===== src/rtl/snake_body.sv =====
// snake_body: snake head/length/direction-history state with a continuous head-to-tail segment stream and collision detection.
module snake_body #(
  parameter int GAME_WIDTH  = 18,
  parameter int GAME_HEIGHT = 13,
  parameter int MAX_LEN     = 32,
  parameter int INIT_X      = 4,
  parameter int INIT_Y      = 7,
  parameter int INIT_LEN    = 3
) (
  input  logic       clk,
  input  logic       rst,
  input  logic       restart,
  input  logic       step,
  input  logic [1:0] move_dir,
  input  logic       grow,
  output logic [4:0] snake_head_x,
  output logic [3:0] snake_head_y,
  output logic [4:0] snake_x,
  output logic [3:0] snake_y,
  output logic [1:0] snake_dir,
  output logic       snake_first,
  output logic       snake_last,
  output logic       snake_valid,
  output logic [5:0] length,
  output logic       collision
);
  localparam int KW = $clog2(MAX_LEN);
  typedef struct packed {
    logic [4:0]               hx;
    logic [3:0]               hy;
    logic [5:0]               len;
    logic [1:0]               heading;
    logic [MAX_LEN-1:0][1:0]  dirs;
    logic                     coll;
    logic                     pend;
    logic                     pgrow;
    logic [1:0]               pdir;
    logic [KW-1:0]            k;
    logic [4:0]               px;
    logic [3:0]               py;
    logic                     chk;
    logic                     hit;
    logic [4:0]               ox;
    logic [3:0]               oy;
    logic [1:0]               odir;
    logic                     ofirst;
    logic                     olast;
    logic                     ovalid;
  } st_t;
  localparam st_t S_INIT = '{hx: 5'(INIT_X), hy: 4'(INIT_Y), len: 6'(INIT_LEN), heading: 2'd3,
                            dirs: {MAX_LEN{2'd2}}, px: 5'(INIT_X), py: 4'(INIT_Y), default: '0};
  function automatic logic [1:0] opp(input logic [1:0] d);
    return {d[1], ~d[0]};
  endfunction
  function automatic logic [8:0] adv(input logic [4:0] x, input logic [3:0] y, input logic [1:0] d);
    return d == 2'd0 ? {x, y - 4'd1} : d == 2'd1 ? {x, y + 4'd1} : d == 2'd2 ? {x - 5'd1, y} : {x + 5'd1, y};
  endfunction
  st_t s_q, s_d;
  logic tail, pend, grw, oob, hit_now, self_c, wall, do_move;
  logic [1:0] req, mv_d;
  logic [4:0] nx;
  logic [3:0] ny;
  assign tail    = 6'(s_q.k) == s_q.len - 6'd1;
  assign pend    = s_q.pend | step;
  assign req     = step ? move_dir : s_q.pdir;
  assign grw     = step ? grow : s_q.pgrow;
  assign mv_d    = req == opp(s_q.heading) ? s_q.heading : req;
  assign {nx, ny} = adv(s_q.hx, s_q.hy, mv_d);
  assign oob     = nx == '0 || nx > 5'(GAME_WIDTH) || ny == '0 || ny > 4'(GAME_HEIGHT);
  assign hit_now = s_q.k != '0 && s_q.px == s_q.hx && s_q.py == s_q.hy;
  // a self hit found in this walk outranks any move waiting at the same tail
  assign self_c  = tail && s_q.chk && (s_q.hit || hit_now);
  assign wall    = tail && pend && !s_q.coll && !self_c && oob;
  assign do_move = tail && pend && !s_q.coll && !self_c && !oob;
  always_comb begin
    s_d = s_q;
    s_d.ox = s_q.px;
    s_d.oy = s_q.py;
    s_d.odir = s_q.dirs[s_q.k];
    s_d.ofirst = s_q.k == '0;
    s_d.olast = tail;
    s_d.ovalid = 1'b1;
    s_d.hit = s_q.hit | hit_now;
    if (step) begin
      s_d.pend = 1'b1;
      s_d.pdir = move_dir;
      s_d.pgrow = grow;
    end
    if (tail) begin
      s_d.k = '0;
      s_d.px = s_q.hx;
      s_d.py = s_q.hy;
      s_d.hit = 1'b0;
      s_d.pend = 1'b0;
      s_d.chk = do_move;
      s_d.coll = s_q.coll | self_c | wall;
      if (do_move) begin
        s_d.hx = nx;
        s_d.hy = ny;
        s_d.px = nx;
        s_d.py = ny;
        s_d.heading = mv_d;
        s_d.dirs = {s_q.dirs[MAX_LEN-2:0], opp(mv_d)};
        s_d.len = s_q.len + 6'(grw && s_q.len < 6'(MAX_LEN));
      end
    end else begin
      s_d.k = s_q.k + 1'b1;
      {s_d.px, s_d.py} = adv(s_q.px, s_q.py, s_q.dirs[s_q.k]);
    end
    if (restart) s_d = S_INIT;
  end
  always_ff @(posedge clk or posedge rst)
    if (rst) s_q <= S_INIT;
    else s_q <= s_d;
  assign snake_head_x = s_q.hx;
  assign snake_head_y = s_q.hy;
  assign snake_x      = s_q.ox;
  assign snake_y      = s_q.oy;
  assign snake_dir    = s_q.odir;
  assign snake_first  = s_q.ofirst;
  assign snake_last   = s_q.olast;
  assign snake_valid  = s_q.ovalid;
  assign length       = s_q.len;
  assign collision    = s_q.coll;
endmodule


===== config.mk =====
export PLATFORM = sky130hd
export DESIGN_NAME = snake_body
export DESIGN_NICKNAME = d
export VERILOG_FILES = /design/src/rtl/snake_body.sv
export SDC_FILE = /design/constraint.sdc
export NUM_CORES = 1
export LEC_CHECK = 0
export ABC_AREA = 1
export CAP_MARGIN = 40
export CORE_ASPECT_RATIO = 0.6
export CORE_UTILIZATION = 50
export CTS_BUF_LIST = sky130_fd_sc_hd__clkbuf_2 sky130_fd_sc_hd__clkbuf_4 sky130_fd_sc_hd__clkbuf_8
export DETAILED_ROUTE_END_ITERATION = 10
export MAX_ROUTING_LAYER = met4
export PLACE_DENSITY_LB_ADDON = 0.08
export SLEW_MARGIN = 5
export SYNTH_ARGS = -nofsm -noshare
export SYNTH_HDL_FRONTEND = slang
export SYNTH_SLANG_ARGS = --single-unit

===== constraint.sdc =====
create_clock -name clk -period 3.51 [get_ports clk]
set_input_delay 0.702 -clock clk [delete_from_list [all_inputs] [get_ports clk]]
set_output_delay 0.702 -clock clk [all_outputs]
set_load 0.01 [all_outputs]

# --- After elaboration in Yosys (flattened, before gate mapping) ---
# Index checks and enable logic that the tools add are counted.
totals:
  reg_bits: 116
  inputBits: 7
  word_cells: 130
  out_inout_bits: 30
classes:
  eq_ne: 10
  mux: 18
  order_cmp: 4
  n_reduce_logical: 30
  n_addsub: 11
  n_bitwise: 6
ops:
  columns: ["cell", "count"]
  rows:
  - ["$mux W116", 1]
  - ["$mux W83", 1]
  - ["$mux W81", 1]
  - ["$mux W9", 7]
  - ["$add A5 B1 Y5 const B", 3]
  - ["$mux W14", 1]
  - ["$bmux W2 S5", 1]
  - ["$logic_and A1 B1 Y1", 10]
  - ["$logic_not A5 Y1", 2]
  - ["$sub A5 B1 Y5 const B", 2]
  - ["$add A4 B1 Y4 const B", 2]
  - ["$mux W2", 4]
  - ["$sub A4 B1 Y4 const B", 2]
  - ["$add A6 B1 Y6", 1]
  - ["$eq A5 B6 Y1", 1]
  - ["$lt A5 B6 Y1 const B", 1]
  - ["$lt A6 B6 Y1 const B", 1]
  - ["$ne A3 B3 Y1 const B", 2]
  - ["$reduce_bool A2 Y1", 3]
  - ["$sub A6 B1 Y6 const B", 1]
  - ["$eq A5 B5 Y1", 1]
  - ["$gt A5 B5 Y1 const B", 1]
  - ["$reduce_bool A5 Y1", 1]
  - ["$eq A2 B1 Y1 const B", 2]
  - ["other kinds (15)", 27]

# --- Longest topological paths before layout ---
# Gate-level depths: netlist of the first run.
logic_depth:
  depth_word: 16
  ltp_mapped: 27
  mapped_depth_nobuf: 25

# --- Worst setup path before layout of the first run ---
# Ideal clock, no wire load.
synth_path:
  kind: "input-to-reg"
  from: "input step"
  to: "register s_q[21] (netlist bit)"
  required_ps: 3392
  path_buffers: 2
  setup_slack_ps: 466
  arrival_ps: 2926
  cell_stages: 25
  setup_ps: 118
  cell_sequence: "buf_4 -> nand2_2 -> nand2_4 -> nand2_2 -> nand3_2 -> nand2_4 -> nand3_2 -> nand2_1 -> inv_1 -> ha_1 -> inv_1 -> nand2_1 -> o21ai_1 -> nand3_1 -> a21oi_1 -> nand3_1 -> nand2_2 -> inv_4 -> nand3_2 -> buf_2 -> nand2_1 -> nand2_1 -> nand2_1 -> nand3_1 -> nand2_1"
synth_via:
  elab_chain_len: 16
  word_cells_on_any_way: 25
  cone_classes: "order compare (2); eq/ne (3); mux (8); bitwise (1); reduce/logical (11)"
synth_rtl:
  columns: ["item", "line_no", "rtl"]
  rows:
  - ["from (decl)", "13", "input logic step,"]
  - ["$mux W2", "65", "assign req = step ? move_dir : s_q.pdir;"]
  - ["$eq A2 B2 Y1", "67", "assign mv_d = req == opp(s_q.heading) ? s_q.heading : req;"]
  - ["$mux W2", "67", null]
  - ["$eq A2 B2 Y1", "56", "return d == 2'd0 ? {x, y - 4'd1} : d == 2'd1 ? {x, y + 4'd1} : d == 2'd2 ? {x - 5'd1, y} : {x + 5'd1, y};"]
  - ["$mux W9 (3 in a row)", "56", null]
  - ["$gt A5 B5 Y1 / $logic_not A5 Y1 (equally long branches)", "69", "assign oob = nx == '0 || nx > 5'(GAME_WIDTH) || ny == '0 || ny > 4'(GAME_HEIGHT);"]
  - ["$logic_or A1 B1 Y1 (3 in a row)", "69", null]
  - ["$logic_not A1 Y1", "74", "assign do_move = tail && pend && !s_q.coll && !self_c && !oob;"]
  - ["$logic_and A1 B1 Y1", "74", null]
  - ["$mux W9 (*)", "97", "if (do_move) begin"]
  - ["$mux W14 (*)", "89", "if (tail) begin"]
  - ["$mux W116 (*)", "110", "if (restart) s_d = S_INIT;"]
  - ["to (signal assigned)", "113", "if (rst) s_q <= S_INIT;"]
  - ["to (signal assigned)", "114", "else s_q <= s_d;"]
  - ["to (decl)", "58", "st_t s_q, s_d;"]
# Mark *: on every way between the ends. The rest lies on a longest branch, timed or not.
# A chain may end at the register's enable or synchronous reset.

# --- Worst setup path in the final report of the first run ---
layout_path:
  from: "input step"
  to: "register s_q[100] (netlist bit)"
layout_via:
  elab_chain_len: 15
  word_cells_on_any_way: 27
  cone_classes: "order compare (2); eq/ne (3); mux (8); bitwise (1); reduce/logical (13)"
layout_rtl:
  columns: ["item", "line_no"]
  rows:
  - ["$mux W2", "65"]
  - ["$eq A2 B2 Y1", "67"]
  - ["$mux W2", "67"]
  - ["$eq A2 B2 Y1", "56"]
  - ["$mux W9 (3 in a row)", "56"]
  - ["$gt A5 B5 Y1 / $logic_not A5 Y1 (equally long branches)", "69"]
  - ["$logic_or A1 B1 Y1 (3 in a row)", "69"]
  - ["$logic_not A1 Y1", "74"]
  - ["$logic_and A1 B1 Y1", "74"]
  - ["$reduce_bool A2 Y1 (no source line)", null]
  - ["$reduce_and A2 Y1 (no source line)", null]
# Several ways; a longest one is shown, not always the timed one. The select of a mux whose other input is x is not followed.

==> impl_metrics.json, run 1 <==
{
  "yosysTopAreaCell": "dfrtp_1",
  "netlist_instances": 792,
  "intPower_mw": 3.645,
  "finalPower_mw": 6.415,
  "crit_fanout": 16,
  "die_area_mm2": 0.01365,
  "drt_iter0_drc": 444,
  "yosysWarnings": 0,
  "antenna_found_initial": 0,
  "synth_compound_area_frac": 0.1521,
  "crit_buf_inv": 6,
  "wl_mm": 17.20,
  "setup_ws_ps": 170.0,
  "swShare": 0.4317,
  "cp-start-kind": "input pin",
  "clock-skew-final_ps": 16.29,
  "grt_max_degree": 59,
  "drc": 0,
  "clk_pin_slew_worst_paths_ps": 80,
  "syn_nets": 813,
  "final_max_slew_viol_count": 0,
  "rsz0062_at_grt": "true",
  "cts_hold_buf": 0,
  "cp_slowest_stage_delay_ps": 470,
  "cp-end-kind": "flip-flop",
  "grt_overflow": 0,
  "htree_levels": 4,
  "cp.required_ps": 3850,
  "num_vias": 5595,
  "comb_power_share": 0.493,
  "grt_pass1_wl_mm": 28.60,
  "grt_util_all_layers": 0.2820,
  "setup_viol_count_final": 0,
  "place_hpwl_mm": 12.39,
  "path_cells": "clkdlybuf4s50_1, buf_6, inv_4, nand2_4, nand3_1, nand3_1, nand3_1, nand2_1, nand2_1, inv_1, ha_1, inv_1, nand2_1, xor2_1, nand2_1, o21ai_2, nand3_1, nand2_4, nand2_2, nor3_4, buf_8, a22oi_1",
  "crit_slowest_cell": "clkdlybuf4s50_1",
  "max_freq_mhz": 299.4,
  "die_h_um": 90.91,
  "gp_congestion": 0.8936,
  "numPortBuffers": 36,
  "clock_power_share": 0.193,
  "final_common_cell": "nand2_1",
  "ys_seq_area_frac": 0.4450,
  "max_slew_margin": 0.5624,
  "grt_pass1_vias": 5432,
  "areaGrowthSynthToFinish_pct": 16.62,
  "cts-root-buf": "clkbuf_8",
  "num_rows": 32,
  "min_path_type": "reg -> reg",
  "synth-seq-cells": 115,
  "synth.distinct_cells": 48,
  "wl_per_cell_um": 16.81,
  "maxCapViolCount": 0,
  "synth-simple-area-share": 0.2146,
  "clock_latency_ps": 430,
  "p_sw_mw": 2.770,
  "crit_family": "simple AND/OR/NAND/NOR gates",
  "synthMuxAreaShare": 0.001519,
  "finalCritPeriodShare": 0.9516,
  "layout_common_cells": "nand2_1, inv_1, nor2_1",
  "status": "complete, no violations",
  "synth_top_family_by_area": "simple AND/OR/NAND/NOR gates",
  "cp_data_arrival_time_ps": 3680,
  "final_nets": 861,
  "max-vdd-ir-drop_v": 0.0003183,
  "core_area_mm2": 0.01285,
  "pwr-share-seq": 0.315,
  "n_fill_cell": 1126,
  "cellLeakagePower_nw": 3.434,
  "diodes": 0,
  "cts_max_path_buffers": 2,
  "yosys.area_share.xor_xnor": 0.04103,
  "ys_top_cells_by_area": "dfrtp_1, dfstp_2, nand2_1",
  "antenna_left": 0,
  "synth_area_mm2": 0.006588,
  "min_period_ps": 3340,
  "start_util": 0.5126,
  "cts_tree": "built",
  "worst_slew_pin_slew_ps": 652.4,
  "yosysTopAreaCellShare": 0.2735,
  "drive_gt1_frac": 0.2227,
  "power_density_mw_per_mm2": 835.0,
  "ios": 37,
  "die_w_um": 150.2,
  "synth.avg_cell_area_um2": 8.318,
  "cts-buffers-inserted": 17,
  "worstSetupPathType": "in -> reg",
  "hold_viol": 0,
  "cts.sinks": 115,
  "synth_fa_ha_area_frac": 0.02773,
  "dr.pass1.iters": 5,
  "vias_per_cell": 5.469,
  "dp_slack_ps": -360.0
}
-- routing by layer --
| layer | part of all wire | track usage | wire length [um] |
|---|---|---|---|
| met5 | 0 | - | 0 |
| met4 | 0.0090 | 0.07239 | 154 |
| met3 | 0.070 | 0.05606 | 1201 |
| met2 | 0.40 | 0.3654 | 6935 |
| met1 | 0.52 | 0.4392 | 8909 |
-- through the flow --
| step | cells | cell area [um2] | hold slack, ps | setup TNS [ps] | utilization |
|---|---|---|---|---|---|
| finish | 1023 | 7682 | 481.5 | 0 | 0.5977 |
| global route | 1023 | 7682 | 507.5 | -811.0 | 0.5977 |
| CTS | 1019 | 7575 | 482.1 | 0 | 0.5894 |
| detailed placement | 987 | 7177 | 477.3 | -24970 | 0.5584 |
| global placement | 987 | 7177 | 464.2 | -9352 | 0.5584 |
| floorplan | 792 | 6591 | 447.9 | 0 | - |
-- final timing paths --
check                                     from                    to  slack (ps)  cells after the start
max                                       step  s_q[100]$_DFFE_PP1P_         170                     22
min                        s_q[38]$_DFFE_PP1P_   s_q[40]$_DFFE_PP1P_         480                      2
max reg2reg                  s_q[26]$_DFF_PP0_   s_q[24]$_DFFE_PP0P_         320                     16
min reg2reg                s_q[38]$_DFFE_PP1P_   s_q[40]$_DFFE_PP1P_         480                      2
max in group asynchronous                  rst   s_q[52]$_DFFE_PP1P_        1990                      3
min in group asynchronous                  rst   s_q[81]$_DFFE_PP0P_         700                      2
-- sequential cells by signal, summed over array words and instances, names as in the netlist --
signal / cells
s_q: 85
length: 6
snake_head_x: 5
snake_x: 5
snake_head_y: 4
snake_y: 4
snake_dir: 2
collision: 1
snake_first: 1
snake_last: 1
snake_valid: 1
-- power by group through the flow --
stage / logic [mW] / clock network (mW) / registers (mW)
after floorplan: 2.14 / 0 / 1.92
after global placement: 2.92 / 0 / 2.02
after detailed placement: 3.00 / 0 / 2.02
after CTS: 3.02 / 1.25 / 2.01
after global routing: 3.51 / 1.32 / 2.06
final: 3.16 / 1.24 / 2.02
-- synth_stat cells, drive strengths merged --
cell type  count
o2111ai        1
o211ai         2
xor2          24
o21ai         49
a31oi          4
nand3         54
nor4           3
nand2        141
nor3b          1
xnor2          6
a21oi         62
clkbuf        19
o21bai         1
nand4         16
dfstp         43
o221ai         5
mux2i          1
fa             1
o21a           2
inv           93
a22oi          5
o22ai         36
a31o           1
buf           44
clkinv         2
nor2          80
ha            13
nor3           5
dfrtp         72
or2            6
-- worst min-delay path, delay by kind of cell, from the launching register on --
kind | cells | cell delay, ps
AOI/OAI and AO/OA | 1 | 60
DFF | 1 | 370
and+or+nand+nor | 1 | 50
-- cell families (layout without fill, tap and decap cells) --
| family | count (synthesis) | count (layout) |
|---|---|---|
| simple gates | 306 | 307 |
| flops | 115 | 115 |
| compound gates | 168 | 168 |
| buf+inv | 158 | 218 |
| fa+ha+maj | 14 | 14 |
| mux | 1 | 1 |
| xor+xnor | 30 | 30 |
-- repair_timing --
action / CTS / global route
gates cloned: 0 / 1
pin swaps: 0 / 2
setup buffers: 0 / 3
gates resized for setup: 1 / 23
endpoints found under the setup margin: 1 / 89
-- cell type report --
type / count / area [um2] / area share
Timing Repair Buffer: 91 / 840.8 / 0.1094
Multi-Input combinational cell: 520 / 2934 / 0.3819
Clock inverter: 12 / 131.4 / 0.01710
Sequential cell: 115 / 2932 / 0.3816
Clock buffer: 20 / 262.8 / 0.03420
Inverter: 95 / 369.1 / 0.04805
Tap cell: 170 / 212.7 / 0.02769
No activity file was read; power rests on OpenSTA's default activity.
==> run 2, diff against run 1 <==
GPL_ROUTABILITY_DRIVEN = 1   (was default)
==> results of run 2 <==
The final DEF is identical to that of run 1; final timing and power are the same.
